$ cat src/rtl/flash_read_master.sv
// Burst read initiator for the simulation flash responder: range-checks a request, issues one
// 8-byte flash read per beat under a credit limit, and returns beats through a small response FIFO.
module flash_read_master #(
    parameter logic [31:0] BASE_ADDR  = 32'h1000_0000,
    parameter int          FLASH_SIZE = 8192,
    parameter int          FIFO_DEPTH = 2
) (
    input  logic        clk,
    input  logic        reset,
    input  logic        req_valid,
    output logic        req_ready,
    input  logic [31:0] req_addr,
    input  logic [7:0]  req_len,
    output logic        flash_ren,
    output logic [31:0] flash_addr,
    input  logic [63:0] flash_data,
    output logic        resp_valid,
    input  logic        resp_ready,
    output logic [63:0] resp_data,
    output logic        resp_last,
    output logic        resp_err
);

    localparam int PW = (FIFO_DEPTH > 1) ? $clog2(FIFO_DEPTH) : 1;
    localparam int CW = $clog2(FIFO_DEPTH + 1);
    localparam logic [33:0] BASE34 = {2'b00, BASE_ADDR};
    localparam logic [33:0] SIZE34 = 34'(FLASH_SIZE);

    typedef enum logic [1:0] {IDLE, BUSY, ERR, DRAIN} state_t;

    state_t      state, state_nx;
    logic        reset_q;
    logic [31:0] offset;
    logic [7:0]  len;
    logic [7:0]  beat;
    logic        inflight;
    logic        inflight_last;

    logic [63:0] mem_data [FIFO_DEPTH];
    logic        mem_last [FIFO_DEPTH];
    logic        mem_err  [FIFO_DEPTH];
    logic [PW-1:0] wr_ptr, rd_ptr;
    logic [CW-1:0] occ;

    logic        accept;
    logic        req_err;
    logic        empty;
    logic        pop;
    logic        push;
    logic        err_push;
    logic        can_issue;
    logic [63:0] push_data;
    logic        push_last;
    logic [33:0] addr34;
    logic [33:0] span34;
    logic [CW:0] credit_used;
    logic [CW:0] credit_max;

    function automatic logic [PW-1:0] ptr_inc(input logic [PW-1:0] p);
        return (p == PW'(FIFO_DEPTH - 1)) ? '0 : p + PW'(1);
    endfunction

    // The request window is checked in 34 bits so an end address past 4 GiB cannot wrap to "in range".
    assign addr34  = {2'b00, req_addr};
    assign span34  = ({26'd0, req_len} + 34'd1) << 3;
    assign req_err = (addr34 < BASE34) || ((addr34 - BASE34 + span34) > SIZE34);

    assign req_ready = (state == IDLE) && !reset_q;
    assign accept    = req_valid && req_ready;
    assign empty     = (occ == '0);
    assign pop       = !empty && resp_ready;

    // A beat may issue only if every buffered or in-flight beat still has a FIFO slot after this pop.
    assign credit_used = {1'b0, occ} + (CW+1)'(inflight);
    assign credit_max  = (CW+1)'(FIFO_DEPTH) + (CW+1)'(pop);
    assign can_issue   = credit_used < credit_max;

    // NOTE: every combinational output gets a default first so no path can infer a latch.
    always_comb begin
        state_nx  = state;
        flash_ren = 1'b0;
        err_push  = 1'b0;
        case (state)
            IDLE: if (accept) state_nx = req_err ? ERR : BUSY;
            BUSY: begin
                if (can_issue) begin
                    flash_ren = 1'b1;
                    if (beat == len) state_nx = DRAIN;
                end
            end
            ERR: begin
                if (empty) begin
                    err_push = 1'b1;
                    state_nx = DRAIN;
                end
            end
            DRAIN: if (!inflight && empty) state_nx = IDLE;
            default: state_nx = IDLE;
        endcase
    end

    assign flash_addr = flash_ren ? (offset + {21'd0, beat, 3'b000}) : 32'd0;
    assign push       = inflight || err_push;
    assign push_data  = inflight ? flash_data : 64'd0;
    assign push_last  = inflight ? inflight_last : 1'b1;

    // NOTE: sequential state uses non-blocking assignments so every flop samples pre-edge values.
    always_ff @(posedge clk) begin
        if (reset) begin
            state         <= IDLE;
            reset_q       <= 1'b1;
            offset        <= '0;
            len           <= '0;
            beat          <= '0;
            inflight      <= 1'b0;
            inflight_last <= 1'b0;
            wr_ptr        <= '0;
            rd_ptr        <= '0;
            occ           <= '0;
        end else begin
            state         <= state_nx;
            reset_q       <= 1'b0;
            inflight      <= flash_ren;
            inflight_last <= (beat == len);
            if (accept) begin
                offset <= req_addr - BASE_ADDR;
                len    <= req_len;
                beat   <= '0;
            end else if (flash_ren) begin
                beat <= beat + 8'd1;
            end
            if (push) wr_ptr <= ptr_inc(wr_ptr);
            if (pop)  rd_ptr <= ptr_inc(rd_ptr);
            occ <= occ + CW'(push) - CW'(pop);
        end
    end

    // NOTE: FIFO storage is not reset; the pointers and occupancy alone define what is valid.
    always_ff @(posedge clk) begin
        if (push && !reset) begin
            mem_data[wr_ptr] <= push_data;
            mem_last[wr_ptr] <= push_last;
            mem_err[wr_ptr]  <= err_push;
        end
    end

    assign resp_valid = !empty;
    assign resp_data  = empty ? 64'd0 : mem_data[rd_ptr];
    assign resp_last  = empty ? 1'b0  : mem_last[rd_ptr];
    assign resp_err   = empty ? 1'b0  : mem_err[rd_ptr];

    fifo_no_overflow: assert property (@(posedge clk) disable iff (reset)
        !(push && !pop && (occ == CW'(FIFO_DEPTH))));

endmodule

$ cat config.mk
export PLATFORM = sky130hd
export DESIGN_NAME = flash_read_master
export DESIGN_NICKNAME = d
export VERILOG_FILES = /design/src/rtl/flash_read_master.sv
export SDC_FILE = /design/constraint.sdc
export NUM_CORES = 1
export LEC_CHECK = 0
export BUFFER_PORTS_ARGS = -buffer_cell sky130_fd_sc_hd__buf_2
export CAP_MARGIN = 15
export CORE_MARGIN = 3
export CORE_UTILIZATION = 45
export CTS_BUF_LIST = sky130_fd_sc_hd__clkbuf_4
export DETAILED_ROUTE_END_ITERATION = 12
export PLACE_DENSITY_LB_ADDON = 0.1
export RECOVER_POWER = 50
export SLEW_MARGIN = 30
export SYNTH_ARGS = -nofsm -noshare
export SYNTH_HDL_FRONTEND = slang
export SYNTH_SLANG_ARGS = --single-unit
$ cat constraint.sdc
create_clock -name clk -period 6.4 [get_ports clk]
set_clock_uncertainty 0.1 [all_clocks]
set_input_delay 0.64 -clock clk [delete_from_list [all_inputs] [get_ports clk]]
set_output_delay 0.64 -clock clk [all_outputs]
set_load 0.005 [all_outputs]
# After elaboration in Yosys (flattened, before gate mapping)
# Memory sizes are Yosys's and may differ from the RTL's. A register that Yosys moved wholly into a read port is not among the register bits.
# Index checks and enable logic that the tools add are counted.
# op_classes
n_addsub	12
n_lt_le_gt_ge	3
eq_ne	9
muxes	28
reduce_logical	15
# ops
cell	count
64-bit 2-to-1 mux	2
33-bit by 13-bit adder with 34-bit output	1
34-bit by 14-bit greater-than comparator with 1-bit output (second input constant)	1
32-bit by 29-bit subtractor with 33-bit output (second input constant)	1
32-bit by 11-bit adder with 32-bit output	1
32-bit by 29-bit less-than comparator with 1-bit output (second input constant)	1
32-bit 2-to-1 mux	1
32-bit by 29-bit subtractor with 32-bit output (second input constant)	1
1-bit 2-to-1 mux	18
2-bit 2-to-1 mux	6
2-bit != test (second input constant)	5
8-bit by 1-bit adder with 9-bit output (second input constant)	1
8-bit by 1-bit adder with 8-bit output (second input constant)	1
8-bit equality test	1
2-bit case mux with 4 select lines	1
1-bit logical AND	5
5-bit AND reduction	1
2-bit equality test (second input constant)	2
1-bit zero test	4
2-bit zero test	2
2-bit by 1-bit adder with 3-bit output	1
2-bit by 1-bit adder with 3-bit output (first input constant)	1
3-bit less-than comparator	1
1-bit adder (second input constant)	2
other kinds (5)	6
# totals
register_bits	57
ramBits	132
inputBits	108
output_inout_bits	101
memories	3
# memory_table
name	words	width	read_ports	rd_ports_with_merged_regs	wr	line	source
mem_data	2	64	1	1	1	39	logic [63:0] mem_data [FIFO_DEPTH];
mem_err	2	1	1	1	1	41	logic mem_err [FIFO_DEPTH];
mem_last	2	1	1	1	1	40	logic mem_last [FIFO_DEPTH];

# Longest topological paths before layout
# Gate-level depths: netlist (run 1).
# logic_depth
ltp_word	8
ltp_mapped	13

# Least setup slack after synthesis (run 1)
# No wires, ideal clock.
# synth_path
path_kind	input -> register
startpoint	input port reset
endpoint	memory mem_data[1][0] (enable)
setup_time_ns	0.585
arrival_time_ns	5.816
required_ns	5.715
slack_ns	-0.101
cell_stages	3
path_buffers	2
cell_sequence	buf_6 > clkbuf_1 > nor3b_1
# synth_between
elab_chain_cells	4
# synth_lines
element	line	source
from (decl)	9	input logic reset,
1-bit zero test	140	if (push && !reset) begin
1-bit logical AND	140	
1-bit 2-to-1 mux	140	
1-bit 2-to-1 mux (not written as such)	141	mem_data[wr_ptr] <= push_data;
to (decl)	39	
# No other way between the ends.

# Final worst setup path (run 1)
# layout_path
startpoint	input port reset
endpoint	memory mem_data[1][16] (enable)
# The elaborated chain is that of the path after synthesis.

==> results of run 1 <==
==> metrics by stage <==
| step | hold WS [ns] | setup slack (ns) | power (mW) |
|---|---|---|---|
| 4_1_cts | 0.118 | 1.85 | 3.47 |
| 3_3_place_gp | 0.347 | 2.34 | 2.80 |
| 5_1_grt | 0.127 | 1.30 | 3.64 |
| 6_report | 0.181 | 1.68 | 3.42 |
| 3_5_place_dp | 0.350 | 2.33 | 2.82 |
| 2_1_floorplan | 0.332 | 0.215 | 2.36 |
==> cell usage after synthesis, types with 3 or more instances <==
cell type | instances | area, sq um
and2_1 | 71 | 444
dfxtp_1 | 58 | 1160
and3_1 | 13 | 81.3
nor4_1 | 9 | 56.3
a2111oi_0 | 3 | 26.3
and4_1 | 4 | 35.0
inv_1 | 18 | 67.6
a211o_1 | 4 | 35.0
or3_1 | 5 | 31.3
or4_1 | 6 | 45.0
nand2b_1 | 8 | 50.1
ha_1 | 29 | 363
xnor2_1 | 22 | 193
o21ai_0 | 17 | 85.1
nand3_1 | 23 | 115
nor3b_1 | 3 | 22.5
mux2i_1 | 71 | 711
clkbuf_1 | 38 | 143
nand4_1 | 18 | 113
nand2_1 | 100 | 375
edfxtp_1 | 132 | 3960
nor2_1 | 131 | 492
xor2_1 | 34 | 298
a211oi_1 | 5 | 37.5
a21oi_1 | 53 | 265
o21bai_1 | 4 | 30.0
a21o_1 | 5 | 37.5
nor3_1 | 13 | 65.1
nor2b_1 | 5 | 31.3
buf_1 | 4 | 15.0
==> layout make-up <==
type                       count  share of cell area [%]
sequential                   190                    44.7
multi-input combinational    706                    39.4
antenna                        2                  0.0436
clock inverter                15                    1.57
inverter                      18                   0.588
timing repair buffer         217                    9.58
tap                          275                    3.00
clock buffer                  17                    1.11
==> power by group through the flow <==
stage	clock [mW]	sequential [mW]	combinational, mW
detailed placement	0	1.62	1.20
floorplan	0	1.60	0.769
global placement	0	1.61	1.19
CTS	0.678	1.59	1.20
global route	0.728	1.61	1.31
finish	0.658	1.59	1.17
==> routing by layer <==
metal	part of all wire [%]	track usage, %	vias up
met3	5.7	3.67	22
met5	0	0	-
met1	44	24.8	3542
li1	-	-	3789
met2	49	33.1	220
met4	1.4	5.34	0
==> flip-flops by register name, summed over array words and instances, names as in the netlist, named ones only <==
| name | count |
|---|---|
| len | 8 |
| mem_data | 128 |
| rd_ptr | 1 |
| inflight | 1 |
| inflight_last | 1 |
| mem_err | 2 |
| mem_last | 2 |
| beat | 8 |
| occ | 2 |
| state | 2 |
| offset | 32 |
| wr_ptr | 1 |
| reset_q | 1 |
==> worst reg2reg max path, stage by stage (launching register included) <==
cell and delay (ns):
dfxtp_1 0.33, buf_4 0.50, nor2_1 0.25, nor3b_4 0.20
clkbuf_1 2.64
==> kinds of logic (layout without fill, tap and decap cells) <==
family,after synthesis,after routing
AND/OR/NAND/NOR,426,426
XOR/XNOR,56,56
flip-flops,190,190
multiplexers,73,73
adder cells (fa/ha/maj),31,31
other,0,2
buffers and inverters,64,267
AO/OA/AOI/OAI,120,120
==> how the worst max path moves through the flow <==
stage | end | start | cells past startpoint | slack, ns
global route | mem_data[1][10] | reset | 4 | 1.30
global placement | state[0] | req_len[0] | 13 | 2.34
finish | mem_data[1][16] | reset | 4 | 1.68
floorplan | mem_data[0][0] | reset | 3 | 0.22
CTS | flash_addr[20] | beat[1] | 10 | 1.85
detailed placement | state[0] | req_len[0] | 13 | 2.33
==> out/summary.txt, run 1 <==
Cells after synthesis = 960
Routed WL per cell = 16.3 um
I/O Buffers = 208
Area of the multi-input gates = 0.00453 sq mm
Pleak = 4.53 nW
#FFs+latches synth = 190
Dpl cell area = 0.0112 sq mm
Net Sw Frac = 36.9%
Slowest library cell on the worst path = clkbuf_1
1st-pass router iterations = 4
Most common cell on crit path = clkbuf_1
Die W = 154 um
Post-Layout Cell Count = 1,440
Largest net degree at the start of global routing = 69
Clock latency on the worst-skew pair = 0.58 ns
Sequential share of power = 46.6%
Initial antenna violation count = 2
Bufs and invs on worst path = 3
Worst reg2reg endpoint = mem_data[1][16]
Fin area = 0.0115 sq mm
Largest family of logic cells by synthesized area = simple AND/OR/NAND/NOR gates
Minimum clock period = 4.72 ns
Critical Path AT = 4.72 ns
Hold EP = offset[2]
Worst Tran Pin Value = 3.71 ns
Vert. Die Dim = 154 um
Final Routed Wirelength = 23,500 um
Routability cong. = 0.898
Post-synthesis simple-gate area fraction = 21.2%
Setup crit end kind = flop
Logic pwr share = 34.2%
Synth Area in XOR/XNOR = 4.96%
Finish-stage setup viols = 0
Post-cts sizing count = 0
P per Cell Area = 298 mW/mm^2
Share of cells above drive strength 1 = 22.9%
RSZ-0062 raised after global routing = false
Clock Sinks = 190
Max VDD drop = 195 uV
Failing checks = max-capacitance violations, max-slew violations
Die Area = 0.0238 sq mm
Via density = 5.26
Final period utilization = 73.8%
Clock power share = 19.2%
Clk slew on worst S/H paths = 0.19 ns
Number of max-cap violations = 3
Layout Nets = 1,289
Top_reg_cell synth = edfxtp_1
Initial Util = 46.5%
Min-delay src = req_addr[2]
HP Class = in -> reg
Fmax = 212 MHz
R2R Path Start = inflight
Register area share after synthesis = 51.8%
Pint = 2.16 mW
Worst-case clock buffer depth = 2
Reg-to-reg slack, setup = 1.89 ns
Fin. max-slew vios = 137
Synth Cell Area = 0.00989 sq mm
Vias in the first global route = 7,411
Psw = 1.26 mW
Post-synthesis adder-cell area fraction = 4.07%
Antenna-violating nets left = 0
Synthesis warning total = 0
Worst path top cell family by delay = buffers and inverters
Core area = 0.0213 sq mm
Number of CTS-inserted buffers = 17
Crit-path cells = buf_2, clkbuf_1, nor3b_4, clkbuf_1
IO Count = 209
CTS root buffer = clkbuf_4
Mux cell area share after synthesis = 7.41%
Unique cell type count in the Yosys netlist = 70
Critical path type = in -> reg
DP Cell Count = 1,406
Largest stage delay, worst path = 2.64 ns
Max FO, Critical Path = 66
Setup bufs post-CTS = 0
DRC = 0
Total grt overflow = 0
Std cell rows = 53
GRT Util Overall = 19.2%
Worst setup SP type = primary input
Slew margin rel. = -148%
Synth Area in Compound Gates = 7.95%
Outcome = complete, but fails checks
Required time of the worst setup path = 6.40 ns
Commonest cells after routing, fill and taps aside = buf_2, edfxtp_1, nor2_1
Utilization after layout = 53.9%
Area Growth Syn to Fin = 16.0%
Leading cell type in the layout, fill and taps excluded = buf_2
Worst R2R Path Depth = 4
Fill count = 2,007
Async S/R FF share, synth = 0%
Initial DRC count = 379
Final hold violation count = 0
Number of synthesized flops with an enable pin = 132
First-pass GRT wire length = 37,100 um
Vias = 7,573
CTS H-tree lvls = 4
Final HPWL DP = 16,800 um
Hold Path Depth = 3
CTS tree = built
Syn_nets = 1,099
Hold_buf cts = 0
Setup tns final = 0 ns
Storage cell area = 0.00513 sq mm
Syn Area/Cell = 10.3 sq um
No activity file was read; power rests on OpenSTA's default activity.
==> inputs of run 2 (changes only) <==
Clock period 6.4 ns to 4.05 ns, I/O delays scaled along.
==> run 2 against run 1 <==
The run still ends with max-capacitance violations, max-slew violations left. Largest cell class unchanged. Critical path depth up 10. Critical path type unchanged. Largest power group unchanged. Die area unchanged. Final cell count up 5.9%.
==> out/summary.txt, run 2 (synthesized netlist as in run 1, its figures left out) <==
Outcome = complete, but fails checks
Initial antenna violation count = 1 (-1)
Hold Path Depth = 3 (unchanged)
Required time of the worst setup path = 4.48 ns (-1.92 ns)
Setup tns final = 0 ns (unchanged)
Psw = 2.02 mW (+60%)
Max FO, Critical Path = 6 (-91%)
Antenna-violating nets left = 0 (unchanged)
Final Routed Wirelength = 24,500 um (+4.3%)
Commonest cells after routing, fill and taps aside = buf_2, edfxtp_1, nor2_1
IO Count = 209 (unchanged)
Worst setup SP type = primary input
Critical path origin = req_len[0]
Finish-stage setup viols = 0 (unchanged)
Routability cong. = 0.882 (-1.8%)
Final total power = 5.48 mW (+60%)
CTS H-tree lvls = 4 (unchanged)
Final HPWL DP = 17,100 um (+1.8%)
Largest register FFs = 128 (unchanged)
Slowest library cell on the worst path = or4_1
Routed WL per cell = 16.0 um (-1.6%)
Slew margin rel. = -48.4% (+99 points)
Final period utilization = 94.5%
GRT Util Overall = 19.9% (+0.73 points)
Largest net degree at the start of global routing = 68 (-1.4%)
Die Area = 0.0238 sq mm (unchanged)
Net Sw Frac = 36.8% (-0.055 points)
Clock latency on the worst-skew pair = 0.60 ns (+0.02 ns)
Reg-to-reg slack, setup = 0.59 ns (-1.30 ns)
Clock power share = 18.5% (-0.7 points)
Fin. max-slew vios = 107 (-22%)
RSZ-0062 raised after global routing = false
Largest stage delay, worst path = 0.54 ns (-2.10 ns)
Post-Layout Cell Count = 1,525 (+5.9%)
Worst-case clock buffer depth = 2 (unchanged)
Initial Util = 46.5% (unchanged)
Initial DRC count = 493 (+30%)
Logic pwr share = 35.0% (+0.8 points)
1st-pass router iterations = 4 (unchanged)
Vert. Die Dim = 154 um (unchanged)
Failing checks = max-capacitance violations, max-slew violations
Area Growth Syn to Fin = 24.7%
P per Cell Area = 444 mW/mm^2 (+49%)
Share of cells above drive strength 1 = 22.1% (-0.77 points)
Worst hold slack = 0.0414 ns (-0.140 ns)
Worst reg2reg endpoint = mem_data[1][54]
Top Registers = mem_data: 128 flops, offset: 32 flops
Die W = 154 um (unchanged)
CTS root buffer = clkbuf_4
I/O Buffers = 208 (unchanged)
HP Class = in -> reg
Max VDD drop = 257 uV (+31%)
Core area = 0.0213 sq mm (unchanged)
Clk slew on worst S/H paths = 0.15 ns (-0.04 ns)
Sequential share of power = 46.5% (about the same)
Clock Sinks = 190 (unchanged)
Setup bufs post-CTS = 0 (unchanged)
Critical path type = in -> reg
R2R Path Start = occ[1]
Vias in the first global route = 7,738 (+4.4%)
Most common cell on crit path = ha_1
Leading cell type in the layout, fill and taps excluded = buf_2
DP Cell Count = 1,411 (+0.36%)
Pleak = 4.88 nW (+7.7%)
Total grt overflow = 0 (unchanged)
Worst R2R Path Depth = 6 (+2)
Setup crit end kind = flop
Via density = 5.22 (-0.75%)
Number of max-cap violations = 3 (unchanged)
Minimum clock period = 3.83 ns
CTS tree = built
Pint = 3.46 mW (+60%)
Number of CTS-inserted buffers = 17 (unchanged)
Critical Path AT = 4.26 ns (-0.46 ns)
Final hold violation count = 0 (unchanged)
Std cell rows = 53 (unchanged)
Layout Nets = 1,375 (+6.7%)
Fmax = 261 MHz
Worst Tran Pin Value = 2.23 ns (-1.49 ns)
Largest Register = mem_data
CP endpoint = state[0]
Crit-path cells = dlygate4sd3_1, buf_2, ha_1, nand3_1, nor2_1, and3_1, ha_1, o211ai_2, a211o_1, or4_4, o31a_1, or4_1, nor4_1, or2_1
First-pass GRT wire length = 38,400 um (+3.6%)
DRC = 0 (unchanged)
Vias = 7,960 (+5.1%)
-- run 2: cell type report --
class                           count  area (sq um)
Fill cell                        1907          8950
Sequential cell                   190          5130
Multi-Input combinational cell    706          4560
Timing Repair Buffer              303          1940
Tap cell                          275           344
Clock inverter                     15           160
Clock buffer                       17           128
Inverter                           18          67.6
Antenna cell                        1          2.50
-- run 2: through the flow --
step | setup WS (ns) | utilization [%] | cell area [sq um]
global placement | 0.221 | 52.7 | 11200
CTS | 0.0177 | 57.7 | 12300
floorplan | 0.0858 | - | 9900
global route | 0.0337 | 57.9 | 12300
detailed placement | 0.164 | 52.7 | 11200
finish | 0.224 | 57.9 | 12300
-- run 2: critical path, delay by kind of cell --
family | cells | cell delay, ns
buf+inv | 2 | 0.68
simple gates | 7 | 1.75
compound gates | 3 | 0.80
fa+ha+maj | 2 | 0.63
-- run 2: power groups by stage --
stage	combinational [mW]	clock [mW]	sequential [mW]
detailed placement	1.89	0	2.60
global route	2.15	1.12	2.58
floorplan	1.22	0	2.51
CTS	1.95	1.04	2.55
finish	1.92	1.01	2.55
global placement	1.88	0	2.59
-- run 2: worst min path at each step --
stage                        start         endpoint
finish                req_addr[13]       offset[13]
global route          req_addr[12]       offset[12]
CTS                 flash_data[63]  mem_data[0][63]
detailed placement       offset[8]        offset[8]
global placement        offset[17]       offset[17]
floorplan                offset[0]        offset[0]
-- run 2: routing by layer --
layer	routed length, um	share of wire (%)	up-vias	track usage (%)
met5	0	0	-	0
met4	310	1.3	0	5.17
met3	1280	5.2	23	3.19
met2	12100	50	217	35.6
met1	10700	44	3756	25.2
li1	-	-	3964	-
-- run 2: timing repair --
| item | 4_1_cts | 5_1_grt |
|---|---|---|
| hold endpoints to repair | 117 | 8 |
| pin swaps | 0 | 0 |
| setup endpoints to repair | 13 | 15 |
| resized for setup | 3 | 7 |
| hold buffers | 76 | 5 |
==> inputs of run 3 (changes only) <==
Settings changed: ABC_AREA set to 1.
==> run 3 against run 2 <==
The flow finishes with violations (max-capacitance violations). Hold slack improved by 0.029 ns. Global-route usage rose by 2.8 points. Clock power barely moved.
==> out/summary.txt, run 3 <==
Outcome = complete, but fails checks
Failing checks = max-capacitance violations
Setup slack after layout = 0.312 ns (+0.0884 ns)
Number of CTS-inserted buffers = 17 (unchanged)
Clock power share = 19.4% (+0.9 points)
Syn_nets = 1,463 (+33%)
Share of cells above drive strength 1 = 17.1% (-5.0 points)
Largest stage delay, worst path = 0.47 ns (-0.07 ns)
Setup crit end kind = output pin
Synth Cell Area = 0.0103 sq mm (+4.5%)
Initial antenna violation count = 1 (unchanged)
Unique cell type count in the Yosys netlist = 42 (-40%)
Top post-synthesis cells by count = nand2_1, inv_1, edfxtp_1
Fill count = 2,144 (+12%)
Commonest cells after routing, fill and taps aside = nand2_1, inv_1, buf_2
Slew margin rel. = 0.438% (+49 points)
Antenna-violating nets left = 0 (unchanged)
Yosys top cell by area = edfxtp_1
Clk slew on worst S/H paths = 0.16 ns (about the same)
Post-Layout Cell Count = 1,900 (+25%)
Largest net degree at the start of global routing = 69 (+1.5%)
Logic pwr share = 34.2% (-0.8 points)
Dpl cell area = 0.0117 sq mm (+4.3%)
First-pass GRT wire length = 44,800 um (+17%)
Slowest library cell on the worst path = a211oi_1
DP Cell Count = 1,784 (+26%)
Synth top area cells = edfxtp_1, nand2_1, dfxtp_1
#FFs+latches synth = 190 (unchanged)
Largest Register = mem_data
1st-pass router iterations = 4 (unchanged)
CTS tree = built
CP endpoint = flash_addr[19]
Critical path origin = beat[0]
Async S/R FF share, synth = 0% (unchanged)
CTS root buffer = clkbuf_4
Layout Nets = 1,745 (+27%)
Routed WL per cell = 15.0 um (-6.2%)
Leading cell type in the layout, fill and taps excluded = nand2_1
Final HPWL DP = 20,300 um (+19%)
Sequential share of power = 46.4% (about the same)
Total stage count of the critical path = 12 (-2)
Synthesis warning total = 0 (unchanged)
Cells after synthesis = 1,324 (+38%)
Most common cell in the netlist = nand2_1
Area of the multi-input gates = 0.00429 sq mm (-5.8%)
Post-cts sizing count = 0 (-3)
Max FO, Critical Path = 5 (-1)
Required time of the worst setup path = 3.54 ns (-0.94 ns)
R2R Path Start = inflight
P per Cell Area = 408 mW/mm^2 (-8.1%)
M1 WL = 12,700 um (+18%)
Clock latency on the worst-skew pair = 0.56 ns (-0.04 ns)
Register area share after synthesis = 49.5% (-2.2 points)
Worst R2R Path Depth = 4 (-2)
Number of synthesized flops with an enable pin = 132 (unchanged)
DRC = 0 (unchanged)
Vert. Die Dim = 158 um (+2.2%)
Vias in the first global route = 9,210 (+19%)
Wire length on met2 = 14,000 um (+15%)
RSZ-0062 raised after global routing = false
Vias = 9,570 (+20%)
Clock Sinks = 190 (unchanged)
Final total power = 5.23 mW (-4.6%)
HP Class = in -> reg
Finish-stage setup viols = 0 (unchanged)
Dpl ws = 0.596 ns (+0.432 ns)
Die Area = 0.0248 sq mm (+4.4%)
Net Sw Frac = 37.3% (+0.41 points)
Syn Area/Cell = 7.81 sq um (-24%)
Initial DRC count = 647 (+31%)
Critical Path AT = 3.23 ns (-1.03 ns)
Setup tns final = 0 ns (unchanged)
Area Growth Syn to Fin = 23.7%
Utilization after layout = 57.6% (-0.37 points)
Worst hold slack = 0.0702 ns (+0.0288 ns)
Minimum clock period = 3.74 ns (-0.0884 ns)
Std cell rows = 54 (+1.9%)
Worst setup SP type = flop
Pleak = 6.20 nW (+27%)
Initial Util = 46.5% (+0.051 points)
Final period utilization = 92.3% (-2.2 points)
Final hold violation count = 0 (unchanged)
Core area = 0.0222 sq mm (+4.4%)
Fmax = 268 MHz (+2.4%)
Largest register FFs = 128 (unchanged)
Number of max-cap violations = 1 (-2)
Top sig layer = met4
Worst-case clock buffer depth = 2 (unchanged)
CTS H-tree lvls = 4 (unchanged)
Top_reg_cell synth = edfxtp_1
Synth top area share = 38.3% (-1.7 points)
Fin. max-slew vios = 0 (-100%)
I/O Buffers = 208 (unchanged)
Top Registers = mem_data: 128 flops, offset: 32 flops
Worst path top cell family by delay = compound AO/OA/AOI/OAI gates
Total grt overflow = 0 (unchanged)
GRT Util Overall = 22.7% (+2.8 points)
Crit-path cells = ha_1, fa_1, nand2_1, nand2_1, nand2_1, nand2_1, a21oi_1, nor4_2, nand2_1, inv_1, a211oi_1, buf_2
Via density = 5.04 (-3.5%)
Most common cell on crit path = nand2_1
Fin area = 0.0128 sq mm (+3.8%)
Bufs and invs on worst path = 2 (unchanged)
Die W = 158 um (+2.2%)
Worst reg2reg endpoint = mem_data[1][62]
Worst Tran Pin Value = 1.49 ns (-0.732 ns)
Storage cell area = 0.00513 sq mm (about the same)
Routability cong. = 0.940 (+6.6%)
IO Count = 209 (unchanged)
Psw = 1.95 mW (-3.6%)
Routed length on met3 = 1310 um (+2.8%)
Pint = 3.28 mW (-5.2%)
Final Routed Wirelength = 28,600 um (+17%)
Critical path type = reg -> out
Reg-to-reg slack, setup = 0.71 ns (+0.12 ns)
Max VDD drop = 268 uV (+4.4%)
[run 3: cell types whose count changed after synthesis, sizes merged, moves of 9 or more]
| cell | change |
|---|---|
| a21oi | +56 |
| o21ai | +30 |
| mux2i | -71 |
| nor2 | -31 |
| xor2 | -19 |
| nand2 | +333 |
| clkbuf | -10 |
| and2 | -70 |
| o22ai | +9 |
| nand3 | +37 |
| inv | +193 |
| xnor2 | -14 |
| and3 | -13 |
[run 3: power by group through the flow]
| stage | clock network [mW] | logic (mW) | registers, mW |
|---|---|---|---|
| final | 1.01 | 1.79 | 2.42 |
| after global routing | 1.14 | 2.02 | 2.45 |
| after CTS | 1.05 | 1.82 | 2.42 |
| after detailed placement | 0 | 1.75 | 2.47 |
| after global placement | 0 | 1.73 | 2.46 |
| after floorplan | 0 | 1.03 | 2.45 |
[run 3: cell type report]
cell class / instances / share of cell area [%]
antenna: 2 / 0.0391
clock buffer: 17 / 0.997
inverter: 212 / 6.22
clock inverter: 14 / 1.15
sequential: 190 / 40.1
tap: 280 / 2.74
timing repair buffer: 302 / 15.3
multi-input combinational: 883 / 33.6
[run 3: logic make-up after synthesis]
logic type	after synthesis	synth area share, %
buffers and inverters	251	9.13
AO/OA/AOI/OAI	185	9.54
XOR/XNOR	23	1.95
AND/OR/NAND/NOR	644	25.9
adder cells (fa/ha/maj)	31	3.90
flip-flops	190	49.5
[run 3: worst min path at each step]
stage | end | slack (ns) | start | cells after the start
global route | offset[2] | 0.03 | req_addr[2] | 3
finish | offset[15] | 0.07 | req_addr[15] | 3
CTS | len[7] | 0.005 | req_len[7] | 3
global placement | flop | 0.33 | rd_ptr | 1
floorplan | flop | 0.33 | rd_ptr | 1
detailed placement | flop | 0.33 | rd_ptr | 1
[run 3: routing by layer]
metal / global-route usage, % / up-vias
met5: 0 / -
met4: 6.78 / 0
met3: 2.84 / 45
met2: 40.3 / 255
met1: 29.2 / 4435
li1: - / 4835
[run 3: tightest hold or removal path, cell delays in order]
cell,delay (ns)
buf_2,0.13
inv_1,0.08
o21ai_0,0.08
[run 3: repair_timing]
item / 4_1_cts / 5_1_grt
setup buffers: 0 / 0
hold endpoints to repair: 146 / 0
hold buffers: 83 / 0
setup endpoints to repair: 0 / 0
